===== src/rtl/hit_judge.sv =====
`default_nettype none
// ============================================================================
// Module      : hit_judge
// Description : Synchronises and debounces the player buttons, judges each
//               press against the latched target, emits one-cycle hit/miss/
//               ack pulses, keeps saturating score/miss counters and freezes
//               once the timer reports failure.
//               Optional macro HIT_JUDGE_MISS_LIMIT_EN ends the game when the
//               miss counter reaches MISS_LIMIT.
// Revision    : 1.0 - initial release
// ============================================================================
module hit_judge #(
    parameter int NUM_BTN         = 4,
    parameter int DEBOUNCE_CYCLES = 500000,
    parameter int SCORE_W         = 16,
    parameter int MISS_LIMIT      = 5
) (
    input  logic               clock,
    input  logic               reset,
    input  logic [NUM_BTN-1:0] btn,
    input  logic [NUM_BTN-1:0] target,
    input  logic               target_valid,
    input  logic               game_fail_in,
    output logic               target_ack,
    output logic               hit,
    output logic               miss,
    output logic [SCORE_W-1:0] score,
    output logic [7:0]         miss_count,
    output logic               game_over
);

    localparam int CNT_W = (DEBOUNCE_CYCLES > 1) ? $clog2(DEBOUNCE_CYCLES) : 1;
    localparam logic [CNT_W-1:0] CNT_LAST = CNT_W'(DEBOUNCE_CYCLES - 1);

    localparam logic [1:0] S_IDLE    = 2'd0;
    localparam logic [1:0] S_ARMED   = 2'd1;
    localparam logic [1:0] S_RELEASE = 2'd2;
    localparam logic [1:0] S_OVER    = 2'd3;

`ifdef HIT_JUDGE_MISS_LIMIT_EN
    localparam logic [7:0] MISS_LIMIT_C = 8'(MISS_LIMIT);
`else
    logic unused_miss_limit;
    assign unused_miss_limit = ^MISS_LIMIT;
`endif

    logic [NUM_BTN-1:0] sync1_q, sync1_d;
    logic [NUM_BTN-1:0] sync2_q, sync2_d;
    logic [NUM_BTN-1:0] db_q, db_d;
    logic [NUM_BTN-1:0] db_prev_q, db_prev_d;
    logic [NUM_BTN-1:0] target_q, target_d;
    logic [1:0]         state_q, state_d;
    logic               hit_q, hit_d;
    logic               miss_q, miss_d;
    logic               ack_q, ack_d;
    logic               game_over_q, game_over_d;
    logic [SCORE_W-1:0] score_q, score_d;
    logic [7:0]         miss_count_q, miss_count_d;

    logic [NUM_BTN-1:0] pressed;
    logic               press_event;
    logic               press_match;

    // Per-button debounce: accept the synchronised level only after it has
    // disagreed with the debounced level for DEBOUNCE_CYCLES straight clocks.
    for (genvar i = 0; i < NUM_BTN; i++) begin : g_btn
        logic [CNT_W-1:0] cnt_q, cnt_d;
        logic             db_nxt;

        // Count consecutive disagreeing cycles; agreement clears the count
        always_comb begin
            cnt_d  = '0;
            db_nxt = db_q[i];
            if (sync2_q[i] != db_q[i]) begin
                if (cnt_q == CNT_LAST) begin
                    db_nxt = sync2_q[i];
                end else begin
                    cnt_d = cnt_q + 1'b1;
                end
            end
        end

        // Debounce counter register
        always_ff @(posedge clock or posedge reset) begin
            if (reset) begin
                cnt_q <= '0;
            end else begin
                cnt_q <= cnt_d;
            end
        end

        assign db_d[i] = db_nxt;
    end

    // Rising edges of the debounced buttons form the press event
    assign pressed     = db_q & ~db_prev_q;
    assign press_event = |pressed;
    assign press_match = $onehot(pressed) && (pressed == target_q);

    // Input synchroniser chain and edge-detect history
    always_comb begin
        sync1_d   = btn;
        sync2_d   = sync1_q;
        db_prev_d = db_q;
    end

    // State and output register bank
    always_ff @(posedge clock or posedge reset) begin
        if (reset) begin
            sync1_q      <= '0;
            sync2_q      <= '0;
            db_q         <= '0;
            db_prev_q    <= '0;
            target_q     <= '0;
            state_q      <= S_IDLE;
            hit_q        <= 1'b0;
            miss_q       <= 1'b0;
            ack_q        <= 1'b0;
            game_over_q  <= 1'b0;
            score_q      <= '0;
            miss_count_q <= '0;
        end else begin
            sync1_q      <= sync1_d;
            sync2_q      <= sync2_d;
            db_q         <= db_d;
            db_prev_q    <= db_prev_d;
            target_q     <= target_d;
            state_q      <= state_d;
            hit_q        <= hit_d;
            miss_q       <= miss_d;
            ack_q        <= ack_d;
            game_over_q  <= game_over_d;
            score_q      <= score_d;
            miss_count_q <= miss_count_d;
        end
    end

    // Next-state logic; timer failure overrides everything
    always_comb begin
        state_d  = state_q;
        target_d = target_q;
        if (game_fail_in) begin
            state_d = S_OVER;
        end else begin
            case (state_q)
                S_IDLE: begin
                    if (press_event) begin
                        state_d = S_RELEASE;
                    end else if (target_valid) begin
                        target_d = target;
                        state_d  = S_ARMED;
                    end
                end
                S_ARMED: begin
                    if (press_event) begin
                        state_d = S_RELEASE;
                    end
                end
                S_RELEASE: begin
                    if (db_q == '0) begin
                        state_d = S_IDLE;
                    end
                end
                default: state_d = S_OVER;
            endcase
`ifdef HIT_JUDGE_MISS_LIMIT_EN
            if (miss_d && (miss_count_d == MISS_LIMIT_C)) begin
                state_d = S_OVER;
            end
`endif
        end
        game_over_d = (state_d == S_OVER);
    end

    // Pulse decisions and saturating counters
    always_comb begin
        hit_d        = 1'b0;
        miss_d       = 1'b0;
        ack_d        = 1'b0;
        score_d      = score_q;
        miss_count_d = miss_count_q;
        if (!game_fail_in && press_event) begin
            case (state_q)
                S_IDLE: miss_d = 1'b1;
                S_ARMED: begin
                    ack_d = 1'b1;
                    if (press_match) begin
                        hit_d = 1'b1;
                    end else begin
                        miss_d = 1'b1;
                    end
                end
                default: ;
            endcase
        end
        if (hit_d && (score_q != '1)) begin
            score_d = score_q + 1'b1;
        end
        if (miss_d && (miss_count_q != 8'hFF)) begin
            miss_count_d = miss_count_q + 8'd1;
        end
    end

    assign hit        = hit_q;
    assign miss       = miss_q;
    assign target_ack = ack_q;
    assign score      = score_q;
    assign miss_count = miss_count_q;
    assign game_over  = game_over_q;

endmodule
`default_nettype wire


===== config.mk =====
export PLATFORM = sky130hd
export DESIGN_NAME = hit_judge
export DESIGN_NICKNAME = d
export VERILOG_FILES = /design/src/rtl/hit_judge.sv
export SDC_FILE = /design/constraint.sdc
export NUM_CORES = 1
export LEC_CHECK = 0
export BUFFER_PORTS_ARGS = -buffer_cell sky130_fd_sc_hd__buf_2
export CAP_MARGIN = 20
export CORE_ASPECT_RATIO = 1.5
export CORE_MARGIN = 8
export CORE_UTILIZATION = 38
export DETAILED_ROUTE_END_ITERATION = 8
export PLACE_DENSITY = 0.54
export SYNTH_ARGS = -nofsm -noshare
export SYNTH_HDL_FRONTEND = slang
export SYNTH_SLANG_ARGS = --single-unit

===== constraint.sdc =====
create_clock -name clock -period 6.38 [get_ports clock]
set_input_delay 0 -clock clock [delete_from_list [all_inputs] [get_ports clock]]
set_output_delay 0 -clock clock [all_outputs]
set_load 0.03 [all_outputs]

==> After elaboration in Yosys (flattened, before gate mapping) <==
Cells that the tools add are included.
{ "word_totals": {"out_inout_bits": 28, "reg_bits": 126} }
{ "classes": {"eq_ne": 15, "bitwise_logic": 4, "n_mux": 22, "n_addsub": 9, "n_reduce_logical": 13} }
{ "ops": {"columns": ["cell", "count"], "rows": [
  ["two-way mux 19 bit", 8],
  ["adder 19 x 1 -> 19 bit, second input constant", 4],
  ["equality test 19 bit, second input constant", 4],
  ["adder 16 x 1 -> 16 bit, second input constant", 1],
  ["inequality test 16 bit, second input constant", 1],
  ["two-way mux 2 bit", 5],
  ["adder 8 x 1 -> 8 bit, second input constant", 1],
  ["inequality test 8 bit, second input constant", 1],
  ["AND reduction 2 bit", 4],
  ["two-way mux 1 bit", 7],
  ["case mux 2 bit (3 select lines)", 1],
  ["adder 1 x 1 -> 2 bit", 2],
  ["bitwise AND 4 bit", 1],
  ["equality test 2 bit, second input constant", 2],
  ["equality test 4 bit", 1],
  ["logical AND 1 bit", 4],
  ["zero test 4 bit", 1],
  ["inequality test 1 bit", 4],
  ["inverter 4 bit", 1],
  ["AND reduction 4 bit", 1],
  ["OR reduction 4 bit", 1],
  ["adder 2 x 2 -> 3 bit", 1],
  ["equality test 3 x 1 -> 1 bit, second input constant", 1],
  ["equality test 2 x 1 -> 1 bit, second input constant", 1],
  ["4 further kinds", 5]
]} }

==> Depth between registers and ports, before layout <==
Gate-level depths: netlist of the first run.
{ "logic_depth": {"word_depth": 10, "depth_mapped": 10, "depth_no_buf": 10} }

==> Worst setup path before layout of the first run <==
Ideal clock, no wire load.
{ "synth_path": {"path_kind": "register -> register", "start": "register db_q[0], in the netlist db_prev_d[0]", "end": "register score_q[1], in the netlist score[1]", "n_path_buf": 0, "t_arrival_ns": 2.695, "stages_incl_launch_ff": 9, "t_required_ns": 6.253, "setup_slack_ns": 3.557, "cell_sequence": "dfrtp_1 -> and2b_1 -> fa_1 -> ha_1 -> ha_1 -> nor3_2 -> nand3_4 -> nor4_4 -> mux2_1"} }
{ "synth_via": {"elab_chain_cells": 9} }
{ "synth_rtl": {"columns": ["item", "line", "rtl"], "rows": [
  ["from (decl)", "49", "logic [NUM_BTN-1:0] db_q, db_d;"],
  ["from (signal assigned)", "112", "db_q <= '0;"],
  ["from (signal assigned)", "125", "db_q <= db_d;"],
  ["bitwise AND 4 bit *", "96", "assign pressed = db_q & ~db_prev_q;"],
  ["adder 1 x 1 -> 2 bit (implied by the code)", "98", "assign press_match = $onehot(pressed) && (pressed == target_q);"],
  ["adder 2 x 2 -> 3 bit (implied by the code)", "98", null],
  ["equality test 3 x 1 -> 1 bit", "98", null],
  ["logical AND 1 bit", "98", null],
  ["two-way mux 1 bit", "187", "if (press_match) begin"],
  ["two-way mux 1 bit", "183", "case (state_q)"],
  ["two-way mux 1 bit *", "182", "if (!game_fail_in && press_event) begin"],
  ["logical AND 1 bit *", "196", "if (hit_d && (score_q != '1)) begin"],
  ["to (signal assigned)", "133", "score_q <= score_d;"],
  ["to (decl)", "57", "logic [SCORE_W-1:0] score_q, score_d;"]
]} }
Mark *: on every way between the ends. The rest lies on a longest branch, timed or not.
A chain may end at the register's enable or synchronous reset.

==> Final worst setup path of the first run <==
{ "layout_path": {"start": "register db_q[3], in the netlist db_prev_d[3]", "end": "register score_q[1], in the netlist score[1]"} }
The elaborated chain is that of the path after synthesis.

==> results of run 1 <==
worst max-delay path: cells and delay by family, from the launching register on:
family        cells  cell delay (ns)
simple gates      4             1.19
flops             1             0.41
fa+ha+maj         3             0.96
mux               1             0.37
cells in the mapped netlist (all sizes together), types with 9 or more instances:
| master | instances | area [sq um] |
|---|---|---|
| dfrtp | 126 | 3153 |
| nor2 | 89 | 334.1 |
| xor2 | 46 | 402.9 |
| xnor2 | 45 | 446.7 |
| nand2 | 40 | 157.6 |
| nand3 | 40 | 212.7 |
| nand4 | 23 | 143.9 |
| nor3 | 16 | 105.1 |
| and3 | 15 | 93.84 |
| nor4 | 14 | 130.1 |
| inv | 13 | 48.80 |
| mux2 | 10 | 112.6 |
| and4 | 9 | 78.83 |
| buf | 9 | 57.55 |
| ha | 9 | 112.6 |
kinds of logic (layout without fill, tap and decap cells):
family	after synthesis	after routing	synth area share, %
simple gates	274	274	24.44
flops	126	126	52.82
xor+xnor	91	91	14.23
buf+inv	26	95	2.054
compound gates	21	21	2.348
fa+ha+maj	10	10	2.222
mux	10	10	1.886
worst max-delay path by stage:
stage	endpoint	slack (ns)	depth (start not counted)
2_1_floorplan	db_prev_d[0]	3.02	1
3_3_place_gp	score[1]	3.37	8
3_5_place_dp	score[13]	3.30	9
4_1_cts	score[1]	3.29	8
5_1_grt	score[6]	3.19	9
6_report	score[1]	3.34	8
per-stage QoR:
stage	worst slack [ns]	instance area, sq um	util, %
after floorplan	3.024	5969	-
after global placement	3.367	6355	41.04
after detailed placement	3.300	6355	41.04
after CTS	3.290	7078	45.71
after global routing	3.193	7078	45.71
final	3.340	7078	45.71
where the power goes:
| group | internal, mW | switching (mW) | total, mW |
|---|---|---|---|
| Clock | 0.660 | 0.342 | 1.00 |
| Combinational | 0.0215 | 0.0398 | 0.0613 |
| Sequential | 0.812 | 0.0112 | 0.823 |
| Total | 1.49 | 0.393 | 1.89 |
layout make-up:
class | count | area [sq um] | area share [%]
clock buffers | 20 | 446.7 | 6.311
clock inverters | 11 | 166.4 | 2.351
well taps | 203 | 254.0 | 3.588
repair buffers | 51 | 312.8 | 4.419
flip-flops and latches | 126 | 3153 | 44.55
inverters | 13 | 51.30 | 0.7248
multi-input cells | 406 | 2694 | 38.06
state kept, by name (all words and copies together) (netlist names), 4 cells and up:
| register | cells |
|---|---|
| g_btn.cnt_q | 76 |
| sync2_q | 4 |
| target_q | 4 |
| db_prev_d | 4 |
| miss_count | 8 |
| score | 16 |
| sync1_q | 4 |
| db_prev_q | 4 |
what timing repair did:
action | 4_1_cts | 5_1_grt
buffers inserted | 0 | 0
hold endpoints to repair | 79 | 0
hold buffers | 11 | 0
metal layers:
layer | GRT usage (%) | share of wire [%] | vias to the layer above | wire length, microns
li1 | - | - | 2036 | -
met1 | 13.57 | 43 | 1962 | 4864
met2 | 21.22 | 52 | 56 | 5868
met3 | 3.297 | 3.7 | 15 | 417
met4 | 5.537 | 1.7 | 0 | 194
met5 | 0 | 0 | - | 0
==> summary.txt, run 1 <==
STA
  • Tmin final: between 3 and 4 ns
  • Worst-Margin Slew: 0.8201 ns
  • Final worst hold slack: about 0.11 ns
  • Slew margin rel.: 45.32%
  • Peak Freq: approximately 330 MHz
  • RSZ-0062 raised after global routing: no
  • Tcrit/Tclk final: between 40% and 50%
  • Clock Skew: between 0.009 and 0.01 ns
  • Endpoints failing setup: 0
  • Final hold violations: 0
  • Max Slew Vio Count: 0
  • Sum Neg Setup Slack: 0 ns

Synthesis
  • EDFF count, synth: 0
  • Synth Warn #: 0
  • Distinct cells, synth: 48
  • Syn Inst Count: roughly 560
  • Syn Nets: 580
  • Register area share after synthesis: 52.82%
  • Yosys reg bits: 126
  • Netlist area before placement: 5969 sq um
  • Synth Flop Type: dfrtp_1
  • Post-synth ARST share: between 90% and 100%
  • Mapped Avg Cell Area: roughly 11 sq um

Floorplan
  • Starting Density: 38.55%
  • IO Count: 40
  • Die Height: approximately 170 microns
  • Core footprint: between 15000 and 20000 sq um
  • Die area: 20060 sq um
  • Chip Width: 118.3 microns
  • Rows: 56

Layout
  • Fin cells: just over 800
  • Commonest cells after routing, fill and taps aside: 126 x dfrtp_1, 89 x nor2_1, 46 x xor2_1
  • Nets@finish: approximately 640
  • Commonest non-fill, non-tap cell in the layout: dfrtp_1
  • Number of diodes: 0
  • Layout cell share with drive strength beyond 1: between 10% and 20%
  • Syn-to-layout area delta: 18.57%
  • # fillers: 1431

Routing
  • Drt pass-1 iters: 4
  • Final WL: roughly 11000 microns
  • Vias post-DR: a little over 4000
  • Wire per inst: around 14 microns
  • Vias per Instance: 4.902
  • DR iter-0 viols: 185
  • Antenna Nets Post-Route: 0
  • Drt drc: 0

Place
  • # port buffers: 39
  • Detailed placer's ending HPWL: 7825 microns
  • Routability cong.: 0.7738
  • Dpl cells: slightly below 800

Worst setup path
  • Worst Path Required: roughly 6.7 ns
  • Arrival time worst endpoint: 3.33 ns
  • Critical-path cell list: nor2b_4 > fa_1 > ha_1 > ha_1 > nor3_2 > nand3_4 > nor4_4 > mux2_1
  • Crit path launch: db_prev_d[3]
  • R2R depth: 8
  • CP max-delay cell: fa_1
  • Crit. End Element: register
  • Most frequent cell on the critical path: ha_1
  • Critical path peak fanout: 6
  • R2R Setup Slk: 3.34 ns
  • Reg-to-reg critical path startpoint: db_prev_d[3]
  • Worst R2R End: score[1]
  • Crit Path Category: register to register
  • CP Launch Type: register
  • Max stage delay on crit path: roughly 0.47 ns

Power and ir drop
  • Pwr dens: approximately 270 nW/um^2
  • Worst VDD drop: 0.1443 mV
  • Pwr Total: roughly 1.9 mW
  • Pleak: about 3.2 nW

Worst hold path
  • Type of the worst min-delay path: primary input to register
  • Hold Path Depth: 3
  • Hold_sp: target_valid
  • Endpoint, Worst Hold: target_q[2]

CTS
  • Max Root-Sink Buffers: 2
  • CTS resizes: 0
  • Clock Tree Root: clkbuf_16
  • Reg clk slew, reported paths: roughly 0.05 ns
  • CTS H-tree depth: 4
  • Worst skew pair latency: about 0.4 ns
  • Clock Sinks: around 130
  • TritonCTS buffer count: 17
  • CTS tree: yes

GRT
  • First-pass GRT wire length: 19960 microns
  • Vias in the first global route: between 4000 and 5000
  • Gr usage total: 12.16%
  • Pin count of the biggest net entering global routing: just under 70
  • Initial antenna violation count: 0
  • GR Overflow Total: 0

Status
  • Outcome: completed

Job
  • Max-Cap Viols: 0
No activity file was read; power rests on OpenSTA's default activity.
==> run 2: changes to the inputs <==
Settings changed: PLACE_DENSITY 0.54 to 0.56.
Clock period 6.38 ns to 2.44 ns, I/O delays scaled along.
==> run 2 against run 1 <==
  * The flow now finishes with violations (setup timing)
  * Clock-buffer cell count down 1
  * Cell count up 3.4%
  * Global-route usage up 0.31 points
  * Register-to-register slack worse by 3.5 ns
  * Combinational power rose to 2.8 times the previous value
  * Via count up 4.0%
  * Wire length up 1.4%
  * Die area unchanged
  * Largest power group unchanged
==> summary.txt, run 2 (synthesis gave the netlist of run 1 again) <==
Layout
  • Register area: 3153 sq um (unchanged)
  • Number of diodes: 0 (unchanged)
  • Footprint of the multi-input gates: 2801 sq um (+4.0%)
  • Commonest non-fill, non-tap cell in the layout: dfrtp_1
  • Layout cell share with drive strength beyond 1: 20.46% (+5.8 points)
  • Syn-to-layout area delta: 23.96%
  • Largest register FFs: 76 (unchanged)
  • Commonest cells after routing, fill and taps aside: 126 x dfrtp_1, 89 x nor2_1, 46 x xor2_1
  • # fillers: 1419 (-0.84%)
  • Final Core Density: 47.79% (+2.1 points)
  • Nets@finish: 664 (+4.2%)
  • Register with the most flip-flops: g_btn.cnt_q

Power and ir drop
  • Pleak: 3.311 nW (+4.0%)
  • Pwr Total: 4.749 mW (+150%)
  • Worst VDD drop: 0.3211 mV (+120%)
  • Pwr dens: 641.7 nW/um^2 (+140%)

Worst setup path
  • Arrival time worst endpoint: 2.92 ns (-0.41 ns)
  • Worst Path Required: 2.73 ns (-3.94 ns)
  • R2R depth: 9 (+1)
  • Reg-to-reg critical path startpoint: db_prev_d[0]
  • Crit Path Category: register to register
  • CP Launch Type: register
  • Crit. End Element: register
  • R2R Setup Slk: -0.19 ns (-3.53 ns)
  • Worst R2R End: score[1]
  • Critical path peak fanout: 5 (-1)

GRT
  • Initial antenna violation count: 0 (unchanged)
  • GR Overflow Total: 0 (unchanged)
  • Gr usage total: 12.47% (+0.31 points)
  • First-pass GRT wire length: 20690 microns (+3.6%)
  • Pin count of the biggest net entering global routing: 65 (-5.8%)
  • Vias in the first global route: 4372 (+3.5%)

Routing
  • Vias post-DR: 4231 (+4.0%)
  • Antenna Nets Post-Route: 0 (unchanged)
  • Final WL: 11510 microns (+1.4%)
  • Vias per Instance: 4.931 (+0.59%)
  • Wire per inst: 13.41 microns (-1.9%)
  • DR iter-0 viols: 200 (+8.1%)
  • Drt drc: 0 (unchanged)
  • Drt pass-1 iters: 4 (unchanged)

Floorplan
  • Core footprint: 15480 sq um (unchanged)
  • Die area: 20060 sq um (unchanged)
  • Rows: 56 (unchanged)
  • Chip Width: 118.3 microns (unchanged)
  • Starting Density: 38.55% (unchanged)
  • Die Height: 169.5 microns (unchanged)
  • IO Count: 40 (unchanged)

CTS
  • Clock Sinks: 126 (unchanged)
  • Reg clk slew, reported paths: 0.06 ns (about the same)
  • CTS H-tree depth: 4 (unchanged)
  • Worst skew pair latency: 0.41 ns (about the same)
  • Clock Tree Root: clkbuf_16
  • CTS tree: yes
  • TritonCTS buffer count: 17 (unchanged)
  • Max Root-Sink Buffers: 2 (unchanged)

STA
  • Tmin final: 2.629 ns (-0.4111 ns)
  • Endpoints failing setup: 22 (+22)
  • Slew margin rel.: 58.65% (+13 points)
  • Tcrit/Tclk final: 107.7% (+60 points)
  • Max Slew Vio Count: 0 (unchanged)
  • Final hold violations: 0 (unchanged)
  • Clock Skew: 0.005581 ns (-0.004053 ns)
  • Peak Freq: 380.4 MHz (+16%)
  • Final worst hold slack: 0.04227 ns (-0.06588 ns)
  • RSZ-0062 raised after global routing: yes
  • Final setup margin: -0.1885 ns (-3.529 ns)
  • Worst-Margin Slew: 0.6202 ns (-0.1999 ns)

Place
  • # port buffers: 39 (unchanged)
  • Detailed placer's ending HPWL: 7868 microns (+0.55%)
  • Routability cong.: 0.8028 (+3.7%)

Job
  • Max-Cap Viols: 0 (unchanged)

Worst hold path
  • Type of the worst min-delay path: primary input to asynchronous set/reset pin

Status
  • Outcome: finished with violations
  • Failing checks: setup timing
[run 2: worst max-delay path by stage]
stage                            start       end  slack (ns)
after floorplan           db_prev_d[3]  score[1]       -0.24
after global placement    db_prev_d[0]  score[1]       -0.20
after detailed placement  db_prev_d[0]  score[1]       -0.22
after CTS                 db_prev_d[0]  score[1]       -0.22
after global routing      db_prev_d[0]  score[6]       -0.36
final                     db_prev_d[0]  score[1]       -0.19
[run 2: per-layer routing]
layer | track usage [%] | share of wire (%) | vias up
li1 | - | - | 2074
met1 | 13.75 | 42 | 2088
met2 | 22.02 | 53 | 55
met3 | 3.197 | 3.3 | 14
met4 | 5.872 | 1.6 | 0
met5 | 0 | 0 | -
[run 2: what timing repair did]
| item | in CTS | in global routing |
|---|---|---|
| hold endpoints to repair | 139 | 0 |
| setup endpoints to repair | 24 | 25 |
| hold buffers | 11 | 0 |
| gates cloned | 0 | 0 |
| setup buffers | 3 | 5 |
| pin swaps | 7 | 9 |
| gates resized for setup | 13 | 5 |
[run 2: power breakdown]
group | switching (mW) | internal (mW)
sequential | 0.0305 | 2.12
clock | 0.920 | 1.51
combinational | 0.106 | 0.0644
[run 2: through the flow]
step	instance area [sq um]	std cells	worst slack [ns]	TNS, ns
floorplan	6008	558	-0.2448	-2.140
global placement	6574	809	-0.2001	-2.045
detailed placement	6574	809	-0.2211	-2.755
CTS	7335	854	-0.2230	-2.664
global route	7400	858	-0.3583	-6.174
finish	7400	858	-0.1885	-2.552
[run 2: area by class of cell]
type	instances	area share, %
sequential	126	42.61
multi-input combinational	406	37.86
timing repair buffer	78	7.626
clock buffer	19	5.851
tap	203	3.433
clock inverter	13	1.911
inverter	13	0.7102
[run 2: critical path, stage by stage, from the launching register on]
cell	delay, ns
dfrtp_1	0.36
and2b_2	0.21
fa_1	0.49
ha_4	0.30
nand2_4	0.05
nor3_4	0.23
nand3_4	0.13
nor4_4	0.27
buf_4	0.18
mux2_4	0.30
